<file path="config.mk">
export PLATFORM = sky130hd
export DESIGN_NAME = channel_scan_mux_flat
export DESIGN_NICKNAME = d
export VERILOG_FILES = /design/src/rtl/channel_scan_mux_pkg.sv /design/src/rtl/channel_scan_mux_if.sv /design/src/rtl/channel_scan_mux_rr_pick.sv /design/src/rtl/channel_scan_mux.sv /design/src/flat_wrapper.sv
export SDC_FILE = /design/constraint.sdc
export NUM_CORES = 1
export LEC_CHECK = 0
export CORE_MARGIN = 2
export CORE_UTILIZATION = 41
export DETAILED_ROUTE_END_ITERATION = 6
export MAX_ROUTING_LAYER = met4
export PLACE_DENSITY = 0.79
export SLEW_MARGIN = 40
export SYNTH_ARGS = -nofsm -noshare
export SYNTH_HDL_FRONTEND = slang
export SYNTH_SLANG_ARGS = --single-unit
export TNS_END_PERCENT = 10
</file>
<file path="constraint.sdc">
create_clock -name clk -period 3.9 [get_ports clk]
set_input_delay 0.78 -clock clk [delete_from_list [all_inputs] [get_ports clk]]
set_output_delay 0.78 -clock clk [all_outputs]
set_load 0.01 [all_outputs]
</file>
<file path="src/rtl/channel_scan_mux_pkg.sv">
// Shared types, mode encodings and the channel-slice helper for the scanning channel mux.
package mux_pkg;

  localparam logic MODE_MANUAL = 1'b0;
  localparam logic MODE_SCAN   = 1'b1;

  // Helper bounds: packed bus up to MAX_BUS bits, words up to MAX_WIDTH bits.
  localparam int unsigned MAX_WIDTH = 64;
  localparam int unsigned MAX_BUS   = 1024;

  typedef enum logic {
    ST_EMPTY = 1'b0,
    ST_FULL  = 1'b1
  } state_e;

  // Word idx of a packed bus, LSB-aligned; caller truncates to its own width.
  function automatic logic [MAX_WIDTH-1:0] chan_word(input logic [MAX_BUS-1:0] bus,
                                                     input int unsigned idx,
                                                     input int unsigned width);
    logic [MAX_BUS-1:0] shifted;
    shifted = bus >> (idx * width);
    return shifted[MAX_WIDTH-1:0];
  endfunction

endpackage

</file>
<file path="src/rtl/channel_scan_mux_if.sv">
// Channel inputs and registered output handshake of the scanning channel mux.
interface channel_scan_mux_if #(
  parameter int unsigned WIDTH    = 8,
  parameter int unsigned CHANNELS = 4
);
  localparam int unsigned SEL_BITS = $clog2(CHANNELS);

  logic                      mode;
  logic [SEL_BITS-1:0]       address;
  logic [CHANNELS*WIDTH-1:0] in_data;
  logic [CHANNELS-1:0]       in_valid;
  logic [CHANNELS-1:0]       in_ready;
  logic [WIDTH-1:0]          out_data;
  logic [SEL_BITS-1:0]       out_channel;
  logic                      out_valid;
  logic                      out_ready;

  modport master (
    output mode, address, in_data, in_valid, out_ready,
    input  in_ready, out_data, out_channel, out_valid
  );

  modport slave (
    input  mode, address, in_data, in_valid, out_ready,
    output in_ready, out_data, out_channel, out_valid
  );
endinterface

</file>
<file path="src/rtl/channel_scan_mux_rr_pick.sv">
// Round-robin pick: first valid channel at or after the pointer (rotate, priority-encode, un-rotate).
module channel_rr_pick #(
  parameter int unsigned CHANNELS = 4
) (
  input  logic [CHANNELS-1:0]         i_valid,
  input  logic [$clog2(CHANNELS)-1:0] i_ptr,
  output logic                        o_found,
  output logic [$clog2(CHANNELS)-1:0] o_index
);
  localparam int unsigned SEL_BITS = $clog2(CHANNELS);

  logic [2*CHANNELS-1:0] w_dbl;
  logic [CHANNELS-1:0]   w_rot;
  logic [SEL_BITS-1:0]   w_off;

  assign w_dbl = {i_valid, i_valid} >> i_ptr;
  assign w_rot = w_dbl[CHANNELS-1:0];

  // Lowest set bit of the rotated vector is the distance from the pointer.
  always_comb begin
    w_off = '0;
    for (int k = CHANNELS - 1; k >= 0; k--) begin
      if (w_rot[k]) w_off = SEL_BITS'(k);
    end
  end

  assign o_found = |i_valid;
  assign o_index = SEL_BITS'(i_ptr + w_off);
endmodule

</file>
<file path="src/rtl/channel_scan_mux.sv">
// Registered N:1 channel mux with manual or round-robin selection and a stallable one-entry output.
module channel_scan_mux
  import mux_pkg::*;
#(
  parameter int unsigned WIDTH    = 8,
  parameter int unsigned CHANNELS = 4
) (
  input logic               clk,
  input logic               reset,
  channel_scan_mux_if.slave bus
);
  localparam int unsigned SEL_BITS = $clog2(CHANNELS);

  state_e              r_state;
  state_e              w_state_next;
  logic [WIDTH-1:0]    r_data;
  logic [SEL_BITS-1:0] r_channel;
  logic [SEL_BITS-1:0] r_ptr;

  logic                w_rr_found;
  logic [SEL_BITS-1:0] w_rr_index;
  logic [SEL_BITS-1:0] w_chosen;
  logic                w_eligible;
  logic                w_load;
  logic [CHANNELS-1:0] w_ready;
  logic [WIDTH-1:0]    w_word;

  channel_rr_pick #(.CHANNELS(CHANNELS)) u_pick (
    .i_valid (bus.in_valid),
    .i_ptr   (r_ptr),
    .o_found (w_rr_found),
    .o_index (w_rr_index)
  );

  // Next state, load decision and the one-hot acknowledge.
  always_comb begin
    w_state_next = r_state;
    w_chosen     = bus.address;
    w_eligible   = bus.in_valid[bus.address];
    w_load       = 1'b0;
    w_ready      = '0;

    if (bus.mode == MODE_SCAN) begin
      w_chosen   = w_rr_index;
      w_eligible = w_rr_found;
    end

    w_load = ((r_state == ST_EMPTY) || bus.out_ready) && w_eligible && !reset;
    if (w_load) w_ready = CHANNELS'(1) << w_chosen;

    case (r_state)
      ST_EMPTY: if (w_load) w_state_next = ST_FULL;
      ST_FULL:  if (bus.out_ready && !w_load) w_state_next = ST_EMPTY;
      default:  w_state_next = ST_EMPTY;
    endcase
  end

  assign w_word = WIDTH'(chan_word(MAX_BUS'(bus.in_data), 32'(w_chosen), WIDTH));

  always_ff @(posedge clk) begin
    if (reset) r_state <= ST_EMPTY;
    else       r_state <= w_state_next;
  end

  // Output word and scan pointer; the pointer moves only on scan-mode loads.
  always_ff @(posedge clk) begin
    if (reset) begin
      r_data    <= '0;
      r_channel <= '0;
      r_ptr     <= '0;
    end else if (w_load) begin
      r_data    <= w_word;
      r_channel <= w_chosen;
      if (bus.mode == MODE_SCAN) r_ptr <= SEL_BITS'(w_chosen + SEL_BITS'(1));
    end
  end

  assign bus.in_ready    = w_ready;
  assign bus.out_data    = r_data;
  assign bus.out_channel = r_channel;
  assign bus.out_valid   = (r_state == ST_FULL);
endmodule

</file>
<file path="src/flat_wrapper.sv">
// flat-port wrapper written by rule: the top's interface ports become plain ports
module channel_scan_mux_flat import mux_pkg::*;
#(
  parameter int unsigned WIDTH    = 8,
  parameter int unsigned CHANNELS = 4
)
  (clk, reset, bus_mode, bus_address, bus_in_data, bus_in_valid, bus_out_ready, bus_in_ready, bus_out_data, bus_out_channel, bus_out_valid);
  channel_scan_mux_if #(.WIDTH(WIDTH), .CHANNELS(CHANNELS)) bus_i ();
  input logic clk;
  input logic reset;
  input wire logic [$bits(bus_i.mode)-1:0] bus_mode;
  input wire logic [$bits(bus_i.address)-1:0] bus_address;
  input wire logic [$bits(bus_i.in_data)-1:0] bus_in_data;
  input wire logic [$bits(bus_i.in_valid)-1:0] bus_in_valid;
  input wire logic [$bits(bus_i.out_ready)-1:0] bus_out_ready;
  output wire logic [$bits(bus_i.in_ready)-1:0] bus_in_ready;
  output wire logic [$bits(bus_i.out_data)-1:0] bus_out_data;
  output wire logic [$bits(bus_i.out_channel)-1:0] bus_out_channel;
  output wire logic [$bits(bus_i.out_valid)-1:0] bus_out_valid;
  assign bus_i.mode = bus_mode;
  assign bus_i.address = bus_address;
  assign bus_i.in_data = bus_in_data;
  assign bus_i.in_valid = bus_in_valid;
  assign bus_i.out_ready = bus_out_ready;
  assign bus_in_ready = bus_i.in_ready;
  assign bus_out_data = bus_i.out_data;
  assign bus_out_channel = bus_i.out_channel;
  assign bus_out_valid = bus_i.out_valid;
  channel_scan_mux #(.WIDTH(WIDTH), .CHANNELS(CHANNELS)) u_core (.clk(clk), .reset(reset), .bus(bus_i));
endmodule
</file>
---- Yosys cells after proc, flatten, opt, wreduce, memory -nomap -nowiden ----
Index checks and enable logic that the tools add are counted.
word-level totals
  flip-flop bits (word level) ............. 13
  input bits .............................. 42
  output and inout bits ................... 15
  logic and storage cells ................. 31
cells by class
  add/sub/neg operators ................... 2
  $lt $le $gt $ge ......................... 1
  shift operators ......................... 3
  multiplexer cells ....................... 12
  bitwise operators ....................... 1
  reduce and logical (&&, ||, !) cells .... 8
operators by type and width
  cell                                                         count
  right shift 32 x 5 -> 8 bit                                  1
  two-way mux 2 bit                                            5
  right shift 8 x 2 -> 4 bit                                   1
  two-way mux 1 bit                                            4
  two-way mux 4 bit                                            1
  OR reduction 4 bit                                           1
  << shifter 1 x 2 -> 4 bit (first input constant)             1
  logical AND 1 bit                                            3
  less-than comparator 2 x 3 -> 1 bit (second input constant)  1
  adder 2 x 1 -> 2 bit (second input constant)                 1
  adder 2 bit                                                  1
  binary-select mux 1 bit (select 2 bit)                       1
  zero test 1 bit                                              2
  one-hot mux 1 bit (2 select lines)                           1
  AND reduction 2 bit                                          1
  logical OR 1 bit                                             1
  NOT 1 bit                                                    1

---- Longest topological paths before layout ----
  depth after elaboration ................. 9
  mapped depth ............................ 15
  gate-level depth less buffers ........... 12

---- Hierarchy ----
Synthesis repeated with hierarchy kept, for this count alone.
second synthesis, totals
  cell total of the unflattened synthesis .. 131
  area total of the unflattened synthesis .. 1149.9 µm²
by module, submodules not included
  module            times used  cells an instance  area an instance (µm²)  sequential area each (µm²)
  channel_scan_mux  1           104                970.9                   260.2
  channel_rr_pick   1           27                 178.9                   0.0

---- Worst setup path after synthesis ----
Ideal clock, no wire load.
  kind .................................... in2out
  start ................................... in bus_in_valid[2]
  end ..................................... out bus_in_ready[1]
  arrival ................................. 2.823 ns
  required time ........................... 3.120 ns
  path slack .............................. 0.297 ns
  stages .................................. 12
  path buffers ............................ 2
  cells stage by stage .................... buf_4 > nand2_1 > nor2_1 > a211oi_1 > a21oi_1 > a211o_1 > ha_1 > xnor2_1 > xnor2_2 > buf_6 > a21oi_1 > nor3_1
on the way
  longest elaborated chain between the ends .. 9
  elaborated cells between the ends (all ways) .. 15
  those cells by class .................... add/sub: 1; shift: 2; mux: 9; reduce/logical: 3
RTL lines
  element                          line                            RTL
  from (decl)                      flat_wrapper.sv:14              input wire logic [$bits(bus_i.in_valid)-1:0] bus_in_valid;
  right shift 8 x 2 -> 4 bit       channel_scan_mux_rr_pick.sv:16  assign w_dbl = {i_valid, i_valid} >> i_ptr;
  two-way mux 2 bit (4 in series)  channel_scan_mux_rr_pick.sv:23  if (w_rot[k]) w_off = SEL_BITS'(k);
  adder 2 bit                      channel_scan_mux_rr_pick.sv:28  assign o_index = SEL_BITS'(i_ptr + w_off);
  two-way mux 2 bit                channel_scan_mux.sv:43          if (bus.mode == MODE_SCAN) begin
  << shifter 1 x 2 -> 4 bit        channel_scan_mux.sv:49          if (w_load) w_ready = CHANNELS'(1) << w_chosen;
  two-way mux 4 bit *              channel_scan_mux.sv:49
  to (decl)                        flat_wrapper.sv:16              output wire logic [$bits(bus_i.in_ready)-1:0] bus_in_ready;
Mark *: on every way between the ends. The rest lies on a longest branch, timed or not. The select of a mux whose other input is x is not followed.

---- Final worst setup path ----
  start ................................... in bus_in_valid[2]
  end ..................................... out bus_in_ready[3]
Same word-level chain as after synthesis.

==> implementation parameters <==
Parameter                              Value

GRT
  Initial antenna violation count    0
  Pin count of the biggest net entering global routing    26
  Remaining global-route overflow    0
  Total track usage    23.57%
  Vias in the first global route    1461
  Wire length of the first global-routing pass    6292 µm

STA
  Hold violation total from the final report    0
  RSZ-0062 raised after global routing    no
  Clock skew after layout    9.622 ps
  Count of pins over their slew limit    0
  Setup violations, final    0
  Highest achievable clock rate    0.2729 GHz
  Smallest hold slack    508.0 ps
  Normalized max-slew margin    76.56%
  Least-Margin Pin Slew    341.8 ps
  Clock period minus worst slack    3664 ps
  Portion of the clock cycle consumed by the worst path in the final layout    93.95%

Drt
  Met1 wire length    1774 µm
  Final Routed Wirelength    3967 µm
  Post-detailed-route DRC marker count    0
  Highest metal layer used by the detailed router    met4
  Average wire per standard cell    14.48 µm
  DRT antenna net count    0
  Wire length on met3    153 µm
  Via density    5.482
  Length of routed met2 wiring    1944 µm
  Vias after detailed routing    1502
  First-iteration detailed-routing DRC count    66
  Detailed-routing iteration count for the pre-antenna-repair pass    4

Setup path
  Worst Path Class, Setup    input port to output pin
  Delay contributed by the slowest stage of the critical path    290 ps
  Worst-path cell chain    dlygate4sd2_1 -> nand2_1 -> nor2_1 -> a211oi_1 -> a21oi_1 -> a211o_1 -> ha_1 -> xnor2_1 -> buf_4 -> xnor2_4 -> a21o_1 -> nor3_2 -> buf_2
  Highest fanout seen on the critical path    6
  Register-to-Register Setup Slack    960 ps
  Slowest stage cell on the critical path    sky130_fd_sc_hd__dlygate4sd2_1
  Data arrival time of the critical path    2880 ps
  CP Launch Type    input port
  Kind of capture point of the worst setup path    output pin
  CP Data Required Time    3120 ps

Floorplan
  Initial Util    42.87%
  Die Ht    60.50 µm
  Number of placed I/O pins    57
  Horizontal die dimension    60.50 µm
  Row count    20
  Area enclosed by the die boundary    3660 µm²
  Core Footprint    3053 µm²

Clock network
  Clock tree from TritonCTS    yes
  Sink count of the clock tree    13
  CTS H-tree lvls    1
  Clock buffer count from CTS    3
  Clock latency at the later pin of the worst-skew pair    280 ps
  Clock-pin slew reported for the worst setup and hold paths after clock tree synthesis    80 ps
  Clock Tree Root    sky130_fd_sc_hd__clkbuf_4
  Longest Clk Path Bufs    2

Power and ir drop
  Power density relative to cell area    312.9 nW/µm²
  Max rail drop VDD    0.1985 mV
  Leak pwr    0.8606 nW

Cells and area
  Area growth, synth to finish    58.13%
  Post-route cell area    2069 µm²
  Number of antenna diodes    0
  Final cell count without fillers    274
  Share of final-layout standard cells stronger than drive strength 1    25.22%
  Final layout net count    274

Synth
  Distinct cell type count of the synthesized netlist    44
  Number of flops mapped to enable cells by yosys    0
  Cell count after synthesis    158
  Fraction of synthesized cell area taken by the top area cell type    19.89%
  Post-synthesis cell area    1309 µm²
  Async S/R FF share, synth    0%
  Post-synthesis net count    201
  Avg Cell Area, Syn    8.283 µm²
  Total of warnings raised by yosys    0
  Most frequently used flop master after synthesis    sky130_fd_sc_hd__dfxtp_1
  Sequential element share of the synthesized area    19.89%
  Number of storage elements in the synthesis netlist    13
  Cell type with the largest total area after synthesis    sky130_fd_sc_hd__dfxtp_1
  Top cells by area, synth    sky130_fd_sc_hd__dfxtp_1 (20%), sky130_fd_sc_hd__mux2i_1 (9.9%), sky130_fd_sc_hd__mux2_2 (5.2%)

Run status
  Result of the run    complete, no violations

Place
  Total cell area at the placement stage    2042 µm²
  DPL Wire Length    3113 µm
  Buffers added on ports    56
  Placed insts    270
  Final Wtd Congestion    0.8397

Job
  Max-Cap Viols    0

Min path
  Worst min path class    flop to flop
## power breakdown
group          internal (mW)  switching (mW)
combinational          0.213           0.180
clock                 0.0397          0.0479
sequential             0.152          0.0154
total                  0.405           0.243
## through the flow
step	worst slack [ps]	util, %	total power, mW	setup TNS (ps)
CTS	-9.189	67.99	0.6437	-9.189
global placement	-360.1	66.89	0.5391	-1240
finish	235.8	67.79	0.6475	0
global route	57.84	67.79	0.6833	0
detailed placement	-447.5	66.89	0.5516	-1634
floorplan	296.8	-	0.3945	0
## registers in the layout, summed over array words and instances, names as in the netlist
name                    cells
u_core.bus.out_channel      2
u_core.bus.out_valid        1
u_core.bus.out_data         8
u_core.r_ptr                2
## synth_stat cells, drive strengths merged (3+ instances only)
master and count:
nor2 17, mux2i 14, dfxtp 13, nand2 13, buf 9, nor3 8, nand3b 7, a21oi 6
clkbuf 6, mux2 6, nand3 6, nand2b 5, o21ai 5, a211oi 4, o31ai 4, o41ai 4
and3 3
## path summary, 6_finish.rpt
check	cells past startpoint	from	to
worst max-delay path	13	bus_in_valid[2]	bus_in_ready[3]
worst min-delay path	2	u_core.bus.out_data[0]	u_core.bus.out_data[0]
worst max register to register	12	u_core.r_ptr[0]	u_core.bus.out_data[2]
worst min register to register	2	u_core.bus.out_data[0]	u_core.bus.out_data[0]
## worst max-delay path, delay by kind of cell
| family | cells | cell delay [ps] |
|---|---|---|
| AO/OA/AOI/OAI | 4 | 740 |
| XOR/XNOR | 2 | 270 |
| adder cells (fa/ha/maj) | 1 | 190 |
| buffers and inverters | 3 | 590 |
| AND/OR/NAND/NOR | 3 | 300 |
## layout by cell type (no fill, tap or decap), drive strengths merged, types with 3 or more instances in the layout
| master | n |
|---|---|
| dfxtp | 13 |
| nand3 | 6 |
| clkbuf | 6 |
| nor2 | 17 |
| o41ai | 4 |
| nand2 | 13 |
| o31ai | 4 |
| o21ai | 5 |
| dlygate4sd2 | 3 |
| and3 | 3 |
| mux2 | 6 |
| buf | 29 |
| mux2i | 14 |
| nor3 | 8 |
| a21oi | 6 |
| nand3b | 7 |
| nand2b | 5 |
| clkdlybuf4s50 | 48 |
| a211oi | 4 |
## kinds of logic after synthesis
group | share of synthesized area [%]
AO/OA/AOI/OAI | 24.95
AND/OR/NAND/NOR | 24.28
XOR/XNOR | 2.582
multiplexers | 20.27
adder cells (fa/ha/maj) | 0.9559
flip-flops | 19.89
buffers and inverters | 7.074
## layer usage
| metal | up-vias | global-route usage (%) |
|---|---|---|
| li1 | 738 | - |
| met4 | 0 | 10.56 |
| met1 | 710 | 28.18 |
| met3 | 8 | 1.493 |
| met2 | 46 | 40.68 |
| met5 | - | - |
## area by class of cell
cell class                      instances  area (µm²)
Multi-Input combinational cell        128       978.4
Clock buffer                            4       26.28
Sequential cell                        13       260.3
Fill cell                             277       983.4
Inverter                                2       7.507
Timing Repair Buffer                   83       742.0
Tap cell                               44       55.05
## timing repair
item,in CTS,in global routing
endpoints found under the hold margin,0,0
buffers inserted,0,0
pin swaps,0,1
setup endpoints to repair,4,4
cloned,0,0
hold buffers,0,0
gates resized for setup,12,11
Note: power is estimated with default switching activity, not from simulation.
==> RTL change: new RTL, same settings <==
`CHANNELS` is set to 4 in 4 places; all go to 8.
--- a/src/rtl/channel_scan_mux_if.sv
+++ b/src/rtl/channel_scan_mux_if.sv
@@ -1,7 +1,7 @@
 // Channel inputs and registered output handshake of the scanning channel mux.
 interface channel_scan_mux_if #(
   parameter int unsigned WIDTH    = 8,
-  parameter int unsigned CHANNELS = 4
+  parameter int unsigned CHANNELS = 8
 );
   localparam int unsigned SEL_BITS = $clog2(CHANNELS);
 
--- a/src/rtl/channel_scan_mux_rr_pick.sv
+++ b/src/rtl/channel_scan_mux_rr_pick.sv
@@ -1,6 +1,6 @@
 // Round-robin pick: first valid channel at or after the pointer (rotate, priority-encode, un-rotate).
 module channel_rr_pick #(
-  parameter int unsigned CHANNELS = 4
+  parameter int unsigned CHANNELS = 8
 ) (
   input  logic [CHANNELS-1:0]         i_valid,
   input  logic [$clog2(CHANNELS)-1:0] i_ptr,
--- a/src/rtl/channel_scan_mux.sv
+++ b/src/rtl/channel_scan_mux.sv
@@ -3,7 +3,7 @@
   import mux_pkg::*;
 #(
   parameter int unsigned WIDTH    = 8,
-  parameter int unsigned CHANNELS = 4
+  parameter int unsigned CHANNELS = 8
 ) (
   input logic               clk,
   input logic               reset,
--- a/src/flat_wrapper.sv
+++ b/src/flat_wrapper.sv
@@ -2,7 +2,7 @@
 module channel_scan_mux_flat import mux_pkg::*;
 #(
   parameter int unsigned WIDTH    = 8,
-  parameter int unsigned CHANNELS = 4
+  parameter int unsigned CHANNELS = 8
 )
   (clk, reset, bus_mode, bus_address, bus_in_data, bus_in_valid, bus_out_ready, bus_in_ready, bus_out_data, bus_out_channel, bus_out_valid);
   channel_scan_mux_if #(.WIDTH(WIDTH), .CHANNELS(CHANNELS)) bus_i ();
Ports: changed (5 resized); port bits go from 57 to 99. No check against the original RTL was run, so the function may have changed too.
==> RTL change against the original RTL <==
- the flow now finishes with violations (negative setup slack)
- power up 80%
- design area up 110%
- synthesized area up 100%
- synthesized cell count up 68%
- setup slack worse by 0.81 ns
- sequential cell count grew 2
- wire length rose by 110%
- fmax fell by 18%
- critical path type unchanged
==> RTL change: results (changes against the original RTL) <==
Syn Nets - 351 (was 201)
CP max FO - 6 (unchanged)
Worst-path clk slew - 0.07 ns
Max-slew headroom - 50.25% (was 76.56%)
Vias/cell - 6.053 (was 5.482)
Final worst setup slack - -0.5747 ns (was 0.2358 ns)
GR Util All Layers - 23.82% (was 23.57%)
Final net count - 479 (was 274)
Top cells by count, synth - 47 x mux2i_1, 26 x mux4_2, 25 x nor2_1, 20 x mux2_2 (was 17 x nor2_1, 13 x dfxtp_1, 13 x mux2i_1, 13 x nand2_1)
Yosys warns - 0 (unchanged)
Initial antenna violation count - 0 (unchanged)
Largest delay share family, worst path - multiplexers (was compound AO/OA/AOI/OAI gates)
Pre-Repair DR Iteration Count - 4 (unchanged)
First-pass GRT wire length - 13480 um (was 6292 um)
Place WS - -1.469 ns (was -0.4475 ns)
Post-synth cell types - 40 (was 44)
Synth top area share - 22.20% (was 19.89%)
Post-synth ARST share - 0% (unchanged)
Worst Hold Class - reg -> reg (unchanged)
Clk_skew - 0.006349 ns (was 0.009622 ns)
H-tree depth - 1 (unchanged)
TritonCTS buffer count - 3 (unchanged)
DRT Wirelength - 8186 um (was 3967 um)
Max clock buf depth - 2 (unchanged)
Final setup viols - 16 (was 0)
Outcome - finished, violations left (was finished clean)
CP max-delay cell - mux4_2 (was dlygate4sd2_1)
Dominant cells by area after synthesis - mux4_2 22%, mux2i_1 18%, dfxtp_1 11%, mux2_2 8.5%, nor2_1 3.6% (was dfxtp_1 20%, mux2i_1 9.9%, mux2_2 5.2%, o41ai_2 5.0%, nor2_1 4.9%)
Clk_lat worst skew - 0.26 ns (was 0.28 ns)
Hold depth - 2 (unchanged)
Peak per-stage delay on the critical path - 0.49 ns (was 0.29 ns)
Seq/Total Area, Yosys - 11.39% (was 19.89%)
Area after DPL - 4078 um2 (was 2042 um2)
1st-iter DRT viols - 94 (was 66)
Dpl hpwl - 6136 um (was 3113 um)
VDD IR max - 0.1788 mV (was 0.1985 mV)
Largest net degree at the start of global routing - 50 (was 26)
Clock Root Buffer - clkbuf_8 (was clkbuf_4)
Post-route setup TNS - -7.342 ns (was 0 ns)
Routability Congestion - 0.8119 (was 0.8397)
Primary FF master, synth - dfxtp_1 (unchanged)
Port Buf Inserts - 98 (was 56)
Diode count - 0 (unchanged)
Number of global-route vias before repair - 2953 (was 1461)
Reg2Reg Depth - 18 (was 12)
CP arrival - 3.69 ns (was 2.88 ns)
Max reg flops - 8 (unchanged)
Failing checks - negative setup slack
Share of layout cells above drive strength 1 - 41.07% (was 25.22%)
Leakage - 1.623 nW (was 0.8606 nW)
RTL change: cell type report:
type / count / area, um2
inverter: 5 / 27.53
fill: 472 / 1972
tap: 77 / 96.34
clock buffer: 3 / 41.29
sequential: 15 / 300.3
clock inverter: 1 / 5.005
timing repair buffer: 147 / 1396
multi-input combinational: 221 / 2439
RTL change: what timing repair did:
item / CTS / global route
resized for setup: 102 / 8
pin swaps: 11 / 8
endpoints found under the setup margin: 17 / 16
buffers inserted: 6 / 1
RTL change: routing by layer:
metal | up-vias | share of wire [%] | wire length [um] | GRT usage [%]
met2 | 110 | 54 | 4386 | 42.93
met4 | 0 | 2.1 | 172 | 6.891
met1 | 1366 | 38 | 3141 | 26.45
met5 | - | 0 | 0 | -
li1 | 1345 | - | - | -
met3 | 18 | 5.9 | 485 | 4.916
RTL change: tightest hold or removal path: cells and delay by family, from the launching register on:
family,cells,cell delay [ns]
AOI/OAI and AO/OA,1,0.05
and+or+nand+nor,1,0.09
DFF,1,0.31
RTL change: cell families after synthesis:
family                   Yosys count  share of synthesized area [%]
AO/OA/AOI/OAI                     62                          19.78
XOR/XNOR                           3                          1.565
adder cells (fa/ha/maj)            7                          3.605
buffers and inverters             29                          4.933
flip-flops                        15                          11.39
multiplexers                      93                          48.58
AND/OR/NAND/NOR                   56                          10.15
RTL change: worst paths after layout:
kind / slack, ns / start / to
hold reg to reg: 0.50 / u_core.bus.out_data[4] / u_core.bus.out_data[4]
setup / recovery: -0.57 / bus_in_valid[2] / bus_in_ready[1]
hold / removal: 0.50 / u_core.bus.out_data[4] / u_core.bus.out_data[4]
setup reg to reg: -0.37 / u_core.r_ptr[0] / u_core.bus.out_data[0]
RTL change: report_power, final:
group          internal (mW)  switching [mW]  leakage, nW  total (mW)
logic                  0.478           0.372         1.47       0.850
clock network         0.0709          0.0620       0.0255       0.133
registers              0.170          0.0106        0.124       0.181
RTL change: metrics by stage:
step / std cells / hold slack, ns
detailed placement: 458 / 0.4953
global placement: 458 / 0.4883
CTS: 468 / 0.5052
finish: 469 / 0.5013
global route: 469 / 0.5283
floorplan: 265 / 0.5133
